## src/rtl/rr_priority_arbiter.sv

```systemverilog
// -----------------------------------------------------------------------------
// rr_priority_arbiter
//
// Registered N-way arbiter. Issues one grant at a time, held until the owner
// releases it (done pulse or dropping its request). Two winner-selection modes:
//   mode=0  fixed priority, highest request index wins
//   mode=1  round-robin, search upward from a rotating pointer with wrap
// All outputs come straight from flops; there is always one idle bubble cycle
// between consecutive grants.
//
// Ports
//   clk        rising-edge clock
//   rst        synchronous, active-high reset (wins over every other input)
//   req        [N-1:0] request lines, req[i]=1 -> requester i wants the resource
//   mode       0 = fixed priority, 1 = round-robin (sampled only when granting)
//   done       1-cycle release strobe from the current owner (ignored in IDLE)
//   grant      [N-1:0] one-hot grant, registered
//   grant_idx  [W-1:0] binary index of the owner, 0 when no grant
//   V          1 while a grant is active (equals |grant)
// -----------------------------------------------------------------------------
module rr_priority_arbiter #(
  parameter  int N = 4,
  localparam int W = $clog2(N)
) (
  input  logic         clk,
  input  logic         rst,
  input  logic [N-1:0] req,
  input  logic         mode,
  input  logic         done,
  output logic [N-1:0] grant,
  output logic [W-1:0] grant_idx,
  output logic         V
);

  typedef enum logic {
    IDLE = 1'b0,
    BUSY = 1'b1
  } state_t;

  state_t         state;
  logic [W-1:0]   ptr;       // round-robin search start
  logic           mode_q;    // mode captured when the current grant was issued

  logic [W-1:0]   fix_idx;
  logic [W-1:0]   rr_idx;
  logic [W-1:0]   win_idx;
  logic           release_now;

  // (a + b) mod N for a < N and b < N; N need not be a power of two.
  function automatic logic [W-1:0] wrap_add(input logic [W-1:0] a,
                                            input int unsigned b);
    int unsigned s;
    s = {{(32-W){1'b0}}, a} + b;
    if (s >= 32'(N)) s = s - 32'(N);
    return s[W-1:0];
  endfunction

  // Winner selection. Both searches let a later loop iteration overwrite an
  // earlier one, so the iteration order encodes the priority.
  always_comb begin
    // NOTE: every signal driven here gets a default first so no path leaves
    // it unassigned, which would otherwise infer a latch.
    fix_idx     = '0;
    rr_idx      = '0;
    win_idx     = '0;
    release_now = 1'b0;

    // Ascending scan: the highest set index is the last one written.
    for (int i = 0; i < N; i++) begin
      if (req[i]) fix_idx = W'(i);
    end

    // Descending offset scan from ptr: the smallest offset (first request
    // found going upward from ptr, wrapping) is the last one written.
    for (int off = N - 1; off >= 0; off--) begin
      if (req[wrap_add(ptr, off)]) rr_idx = wrap_add(ptr, off);
    end

    win_idx     = mode ? rr_idx : fix_idx;
    release_now = done | ~req[grant_idx];
  end

  always_ff @(posedge clk) begin
    // NOTE: state is updated with non-blocking assignments so every flop
    // samples the pre-edge values, independent of statement order.
    if (rst) begin
      state     <= IDLE;
      grant     <= '0;
      grant_idx <= '0;
      V         <= 1'b0;
      ptr       <= '0;
      mode_q    <= 1'b0;
    end else begin
      case (state)
        IDLE: begin
          if (|req) begin
            grant     <= N'(1) << win_idx;
            grant_idx <= win_idx;
            V         <= 1'b1;
            mode_q    <= mode;
            state     <= BUSY;
          end
        end

        BUSY: begin
          // Other requests are never allowed to pre-empt the owner; only the
          // owner's done or the loss of its own request ends the grant.
          if (release_now) begin
            grant     <= '0;
            grant_idx <= '0;
            V         <= 1'b0;
            state     <= IDLE;
            if (mode_q) ptr <= wrap_add(grant_idx, 1);
          end
        end

        default: state <= IDLE;
      endcase
    end
  end

endmodule

```

## config.mk

```make
export PLATFORM = sky130hd
export DESIGN_NAME = rr_priority_arbiter
export DESIGN_NICKNAME = d
export VERILOG_FILES = /design/src/rtl/rr_priority_arbiter.sv
export SDC_FILE = /design/constraint.sdc
export NUM_CORES = 1
export LEC_CHECK = 0
export ABC_AREA = 1
export CAP_MARGIN = 25
export CORE_MARGIN = 10
export CORE_UTILIZATION = 25
export CTS_BUF_LIST = sky130_fd_sc_hd__clkbuf_8 sky130_fd_sc_hd__clkbuf_16
export DETAILED_ROUTE_END_ITERATION = 16
export DONT_BUFFER_PORTS = 1
export PLACE_DENSITY_LB_ADDON = 0.15
export SLEW_MARGIN = 30
export SYNTH_ARGS = -nofsm -noshare
export SYNTH_HDL_FRONTEND = slang
export SYNTH_SLANG_ARGS = --single-unit
```

## constraint.sdc

```tcl
create_clock -name clk -period 4 [get_ports clk]
set_input_delay 0.8 -clock clk [delete_from_list [all_inputs] [get_ports clk]]
set_output_delay 0.8 -clock clk [all_outputs]
set_load 0.1 [all_outputs]
```

# --- Yosys cells after proc, flatten, opt, wreduce, memory -nomap -nowiden ---
# Index checks and enable logic that the tools add are counted.
classes:
  muxes: 35
  n_addsub: 9
  bitwise_logic: 3
  n_lt_le_gt_ge: 10
  eq_ne: 2
  reduce_logical: 4
  n_shift: 1
op_table:
  columns: ["op", "count"]
  rows:
  - ["$mux W2", 14]
  - ["$lt A2 B3 Y1 const B", 5]
  - ["$ge A3 B3 Y1 const B", 4]
  - ["$bmux W1 S2", 5]
  - ["$mux W1", 10]
  - ["$sub A2 B1 Y2 const B", 5]
  - ["$mux W4", 2]
  - ["$pmux W4 S2", 1]
  - ["$add A2 B1 Y3 const B", 2]
  - ["$add A2 B2 Y3 const B", 2]
  - ["$pmux W1 S2", 2]
  - ["$pmux W2 S2", 1]
  - ["$reduce_and A2 Y1", 2]
  - ["$reduce_or A4 Y1", 1]
  - ["$shl A1 B2 Y4 const A", 1]
  - ["$ge A2 B3 Y1 const B", 1]
  - ["$reduce_and A3 Y1", 1]
  - ["$ne A2 B1 Y1 const B", 1]
  - ["$ne A2 B2 Y1 const B", 1]
  - ["$not A1 Y1", 2]
  - ["$or A1 B1 Y1", 1]
totals:
  output_inout_bits: 7
  ff_bits: 11

# --- Longest topological paths before layout ---
# Gate-level depths: netlist of the first run.
depth:
  depth_word: 13
  ltp_mapped: 15

# --- Least setup slack after synthesis of the first run ---
# Ideal clock, no wire load.
synth_path:
  path_kind: "reg-to-reg"
  start: "reg grant_idx[0]"
  end: "reg ptr[1]"
  path_stages_with_launch: 9
  t_arrival_ns: 1.889
  setup_ns: 0.117
  required_time_ns: 3.883
  setup_slack_ns: 1.994
  path_cell_list: "dfxtp_1 > buf_2 > o211ai_1 > nand3b_1 > nand2_1 > inv_2 > nand2_1 > o21ai_1 > a21oi_1"
synth_between:
  elab_chain_len: 5
  elab_cells_between_ends: 9
  classes_between: "add/sub (2); order compare (1); mux (3); bitwise (2); reduce/logical (1)"
synth_rtl:
  columns: ["element", "line_no", "text"]
  rows:
  - ["start, declared", "31", "output logic [W-1:0] grant_idx,"]
  - ["start signal, assigned", "98", "grant_idx <= win_idx;"]
  - ["branches (longest 5 deep; another with $add A2 B1 Y3)", null, null]
  - ["end signal, assigned", "113", "if (mode_q) ptr <= wrap_add(grant_idx, 1);"]
  - ["end, declared", "41", "logic [W-1:0] ptr;"]
# Several ways; the timed one is not identified. The select of a mux whose other input is x is not followed.
# A chain may end at the register's enable or synchronous reset.

# --- Worst setup path in the final report of the first run ---
layout_path:
  start: "reg grant[0]"
  end: "out grant[0]"
layout_lines:
  columns: ["element", "line_no", "text"]
  rows:
  - ["start, declared", "30", "output logic [N-1:0] grant,"]
  - ["start signal, assigned", "97", "grant <= N'(1) << win_idx;"]
# No word-level cell between the ends.

==> impl_metrics.env, run 1 <==
export IMPL_drc=0
export IMPL_h_tree_depth=1
export IMPL_grt_pass1_vias=760
export IMPL_synthToLayoutAreaGrowth_pct=9.18
export IMPL_die_h_um=75.3
export IMPL_min_period_ps=2010
export IMPL_cts_resized=0
export IMPL_peakVddDrop_mv=0.220
export IMPL_syn_instance_count=124
export IMPL_start_util=0.270
export IMPL_skew_ps=2.32
export IMPL_drive_above_1_share=0.222
export IMPL_dr_max_layer_used="met4"
export IMPL_min_period_over_period=0.502
export IMPL_std_cell_rows=19
export IMPL_fmaxAchievable_mhz=498
export IMPL_power_density_mw_per_mm2=438
export IMPL_io_pins=15
export IMPL_ctsHoldBuffers=0
export IMPL_grt_max_degree=11
export IMPL_finalHoldViolations=0
export IMPL_fill_cells=310
export IMPL_synth_warning_count=0
export IMPL_clock_root_buffer="clkbuf_8"
export IMPL_cts_buffer_depth=2
export IMPL_ant_nets=0
export IMPL_start_kind="flip-flop"
export IMPL_synth_top_area_frac=0.289
export IMPL_slew_viol_final=0
export IMPL_wl_per_cell_um=12.0
export IMPL_cts_buffers=3
export IMPL_syn_avg_cell_area_sq_um=6.16
export IMPL_yosys_top_cells_area="dfxtp_1 29%, nand2_1 16%, nand3_1 9.8%"
export IMPL_dieWidth_um=75.3
export IMPL_grt_antenna_before_repair=0
export IMPL_drv_cap=0
export IMPL_yosysUniqueCellTypes=20
export IMPL_cp_max_fo=2
export IMPL_post_dp_hpwl_um=1590
export IMPL_drtIter0Drc=42
export IMPL_r2r_slack_ps=2350
export IMPL_hold_path_class="flip-flop to flip-flop"
export IMPL_die_area_sq_mm=0.00566
export IMPL_status="finished clean"
export IMPL_setup_viol=0
export IMPL_dr_pass1_iters=4
export IMPL_grt_usage=0.0768
export IMPL_fin_setup_tns_ps=0
export IMPL_cp_required_ps=3200
export IMPL_post_cts_setup_buffer_count=0
export IMPL_gr_total_overflow=0
export IMPL_syn_num_nets=132
export IMPL_power_leakage_nw=0.399
export IMPL_n_antenna_cell=0
export IMPL_crit_type="flip-flop to output pin"
export IMPL_rsz0062_at_grt="no"
export IMPL_wirelength_um=1890
export IMPL_routed_via_density=4.70
export IMPL_grt_pass1_wl_um=3320
export IMPL_numPortBuffers=0
export IMPL_clock_sinks=11
export IMPL_end_kind="output pin"
export IMPL_place_ws_ps=2120
export IMPL_cts_clk_slew_worst_paths_ps=50
export IMPL_clk_insertion_delay_late_ps=240
export IMPL_wirelength_met1_um=853
export IMPL_cts_tree="yes"
export IMPL_worst_pin_slew_ps=985
export IMPL_ys_ff_latch=11
export IMPL_synthesis_area_sq_um=763
export IMPL_coreArea_sq_mm=0.00283
export IMPL_fin_ws_ps=1990
export IMPL_slew_headroom=0.342
export IMPL_vias=738
export IMPL_ys_seq_area_frac=0.289
export IMPL_layout_nets=135
export IMPL_synth_largest_area_cell="dfxtp_1"
export IMPL_route_met2_wl_um=835
export IMPL_gp_routability_congestion=0.797
export IMPL_total_power_mw=0.365
export IMPL_worstPathArrival_ps=1210
export IMPL_met3_length_um=154
[logic make-up (layout without fill, tap and decap cells)]
group,after synthesis,after routing,share of synthesized area
AO/OA/AOI/OAI,18,18,0.128
XOR/XNOR,1,1,0.0115
buffers and inverters,19,21,0.115
AND/OR/NAND/NOR,75,75,0.457
flip-flops,11,11,0.289
[stage by stage]
step | util | std cells | area (sq um) | hold slack [ps]
2_1_floorplan | - | 124 | 763 | 496
3_3_place_gp | 0.278 | 153 | 786 | 537
3_5_place_dp | 0.279 | 153 | 788 | 531
4_1_cts | 0.295 | 157 | 833 | 540
5_1_grt | 0.295 | 157 | 833 | 594
6_report | 0.295 | 157 | 833 | 540
[where the power goes]
| group | switching (mW) | internal, mW | total (mW) |
|---|---|---|---|
| Sequential | 0.0595 | 0.120 | 0.180 |
| Combinational | 0.0495 | 0.0278 | 0.0773 |
| Clock | 0.0407 | 0.0673 | 0.108 |
| Total | 0.150 | 0.215 | 0.365 |
[layer usage]
metal  vias to the layer above  track usage
met3                         5       0.0315
met4                         0       0.0433
met2                        17        0.123
li1                        399            -
met1                       317       0.0846
met5                         -            0
[synthesized netlist by cell type]
master and n:
nor2_1 12, nand3_2 2, nand2_2 11, a21oi_2 1, o21ai_0 2, inv_1 10
nand2_1 32, inv_8 1, nand3b_1 1, dfxtp_1 11, o21ai_1 4, nor2_2 2
inv_2 6, a31oi_1 1, o211ai_1 1, xor2_1 1, buf_2 1, nand3_1 15
buf_6 1, a21oi_1 9
[path summary, 6_finish.rpt]
check | start | endpoint | cells after the start
setup reg to reg | grant_idx[0] | ptr[1] | 7
setup / recovery | grant[0] | grant[0] | 0
hold / removal | mode_q | mode_q | 2
hold reg to reg | mode_q | mode_q | 2
[final cells by class]
class / count / area, sq um / share of cell area
Multi-Input combinational cell: 94 / 455 / 0.547
Sequential cell: 11 / 223 / 0.267
Clock inverter: 1 / 3.75 / 0.00450
Clock buffer: 3 / 41.3 / 0.0495
Inverter: 17 / 71.3 / 0.0856
Tap cell: 31 / 38.8 / 0.0465
[cell usage in the layout, fill, tap and decap left out, types with 2 or more instances in the layout]
cell and n:
a21oi_1 9, clkbuf_8 3, dfxtp_1 9, dfxtp_2 2
inv_1 11, inv_2 6, nand2_1 32, nand2_2 11
nand3_1 15, nand3_2 2, nor2_1 12, nor2_2 2
o21ai_0 2, o21ai_1 4
[state kept, by name (all words and copies together) (netlist names)]
signal and cells:
grant 4, grant_idx 2, ptr 2, V 1, mode_q 1, state 1
(Power assumes the default switching activity.)
==> run 2: changes to the inputs <==
Clock period 4 ns to 1.95 ns, I/O delays scaled along.
==> impl_metrics.env, run 2 (synthesis results as in run 1) <==
export IMPL_critPathMaxStageDelay_ps=560
export IMPL_vias=759
export IMPL_hold_slack_ps=206
export IMPL_io_pins=15
export IMPL_cp_cell_sequence="nand2_1 -> nand3_1 -> nand3_1 -> nand3_2 -> nand2_1 -> nand2_1 -> nand2_1 -> nand2_2 -> nor2_1 -> nor2_1 -> nor2_1"
export IMPL_most_common_layout_cells="32 x nand2_1, 15 x nand3_1, 12 x nor2_1"
export IMPL_crit_buf_inv=0
export IMPL_drtIter0Drc=22
export IMPL_cts_tree="yes"
export IMPL_grt_antenna_before_repair=0
export IMPL_wl_per_cell_um=11.5
export IMPL_power_leakage_nw=0.436
export IMPL_dieWidth_um=75.3
export IMPL_rsz0062_at_grt="no"
export IMPL_crit_path_frequent_cell="nand2_1"
export IMPL_min_period_over_period=0.829
export IMPL_drc=0
export IMPL_final_common_cell="nand2_1"
export IMPL_h_tree_depth=1
export IMPL_dr_pass1_iters=4
export IMPL_status="finished clean"
export IMPL_clk_insertion_delay_late_ps=240
export IMPL_fmaxAchievable_mhz=619
export IMPL_min_period_ps=1620
export IMPL_synthToLayoutAreaGrowth_pct=15.9
export IMPL_end_kind="flip-flop"
export IMPL_finalHoldViolations=0
export IMPL_peakVddDrop_mv=0.422
export IMPL_worstPathArrival_ps=1750
export IMPL_drive_above_1_share=0.256
export IMPL_post_cts_setup_buffer_count=0
export IMPL_die_h_um=75.3
export IMPL_coreArea_sq_mm=0.00283
export IMPL_cts_buffers=3
export IMPL_setup_viol=0
export IMPL_worst_pin_slew_ps=398
export IMPL_wirelength_um=1890
export IMPL_grt_max_degree=11
export IMPL_cp_required_ps=2090
export IMPL_skew_ps=2.25
export IMPL_n_antenna_cell=0
export IMPL_hold_path_class="input pin to flip-flop"
export IMPL_gp_routability_congestion=0.796
export IMPL_slew_viol_final=0
export IMPL_ctsHoldBuffers=0
export IMPL_drv_cap=0
export IMPL_clock_sinks=11
export IMPL_cts_resized=0
export IMPL_r2r_slack_ps=330
export IMPL_post_dp_hpwl_um=1590
export IMPL_die_area_sq_mm=0.00566
export IMPL_start_util=0.270
export IMPL_clock_root_buffer="clkbuf_8"
export IMPL_std_cell_rows=19
export IMPL_largestRegisters="grant (4), grant_idx (2), ptr (2)"
export IMPL_cts_buffer_depth=2
export IMPL_dpl_cell_area_sq_um=840
export IMPL_gr_total_overflow=0
export IMPL_power_density_mw_per_mm2=868
export IMPL_layout_nets=142
export IMPL_largest_reg_flops=4
export IMPL_slowest_stage="dfxtp_1"
export IMPL_cts_clk_slew_worst_paths_ps=50
export IMPL_grt_usage=0.0760
export IMPL_cp_max_fo=8
export IMPL_regMostFlops="grant"
export IMPL_start_kind="flip-flop"
export IMPL_crit_type="flip-flop to flip-flop"
export IMPL_slew_headroom=0.734
export IMPL_ant_nets=0
export IMPL_fin_setup_tns_ps=0
export IMPL_path_delay_family="simple AND/OR/NAND/NOR gates"
export IMPL_numPortBuffers=0
export IMPL_final_area_sq_um=885
export IMPL_grt_pass1_vias=715
export IMPL_grt_pass1_wl_um=3310
export IMPL_routed_via_density=4.63
==> run 2: worst paths after layout <==
path / start / endpoint / cells after the start
min: rst / grant_idx[0] / 1
max: ptr[0] / grant[0] / 11
max reg2reg: ptr[0] / grant[0] / 11
min reg2reg: mode_q / mode_q / 2
==> run 2: through the flow <==
stage	cells	utilization	total power [mW]	worst slack [ps]
6_report	164	0.313	0.768	334
4_1_cts	164	0.313	0.780	315
5_1_grt	164	0.313	0.826	111
3_3_place_gp	160	0.297	0.555	329
3_5_place_dp	160	0.297	0.553	329
2_1_floorplan	124	-	0.505	103
==> run 2: per-layer routing <==
metal	global-route usage	routed length, um	share of wire	vias up
met2	0.120	876	0.46	17
met3	0.0342	143	0.076	5
met1	0.0833	830	0.44	320
met4	0.0433	39	0.021	0
li1	-	-	-	417
met5	0	0	0	-
==> run 2: cell type report <==
class / instances / area (sq um)
Clock inverter: 1 / 3.75
Fill cell: 304 / 1940
Multi-Input combinational cell: 94 / 455
Tap cell: 31 / 38.8
Sequential cell: 11 / 221
Timing Repair Buffer: 7 / 52.6
Inverter: 17 / 71.3
Clock buffer: 3 / 41.3
==> run 2: power by group <==
| group | total [mW] | internal (mW) | switching [mW] |
|---|---|---|---|
| registers | 0.264 | 0.246 | 0.0175 |
| logic | 0.283 | 0.0731 | 0.210 |
| clock network | 0.222 | 0.138 | 0.0840 |
| total | 0.768 | 0.457 | 0.311 |
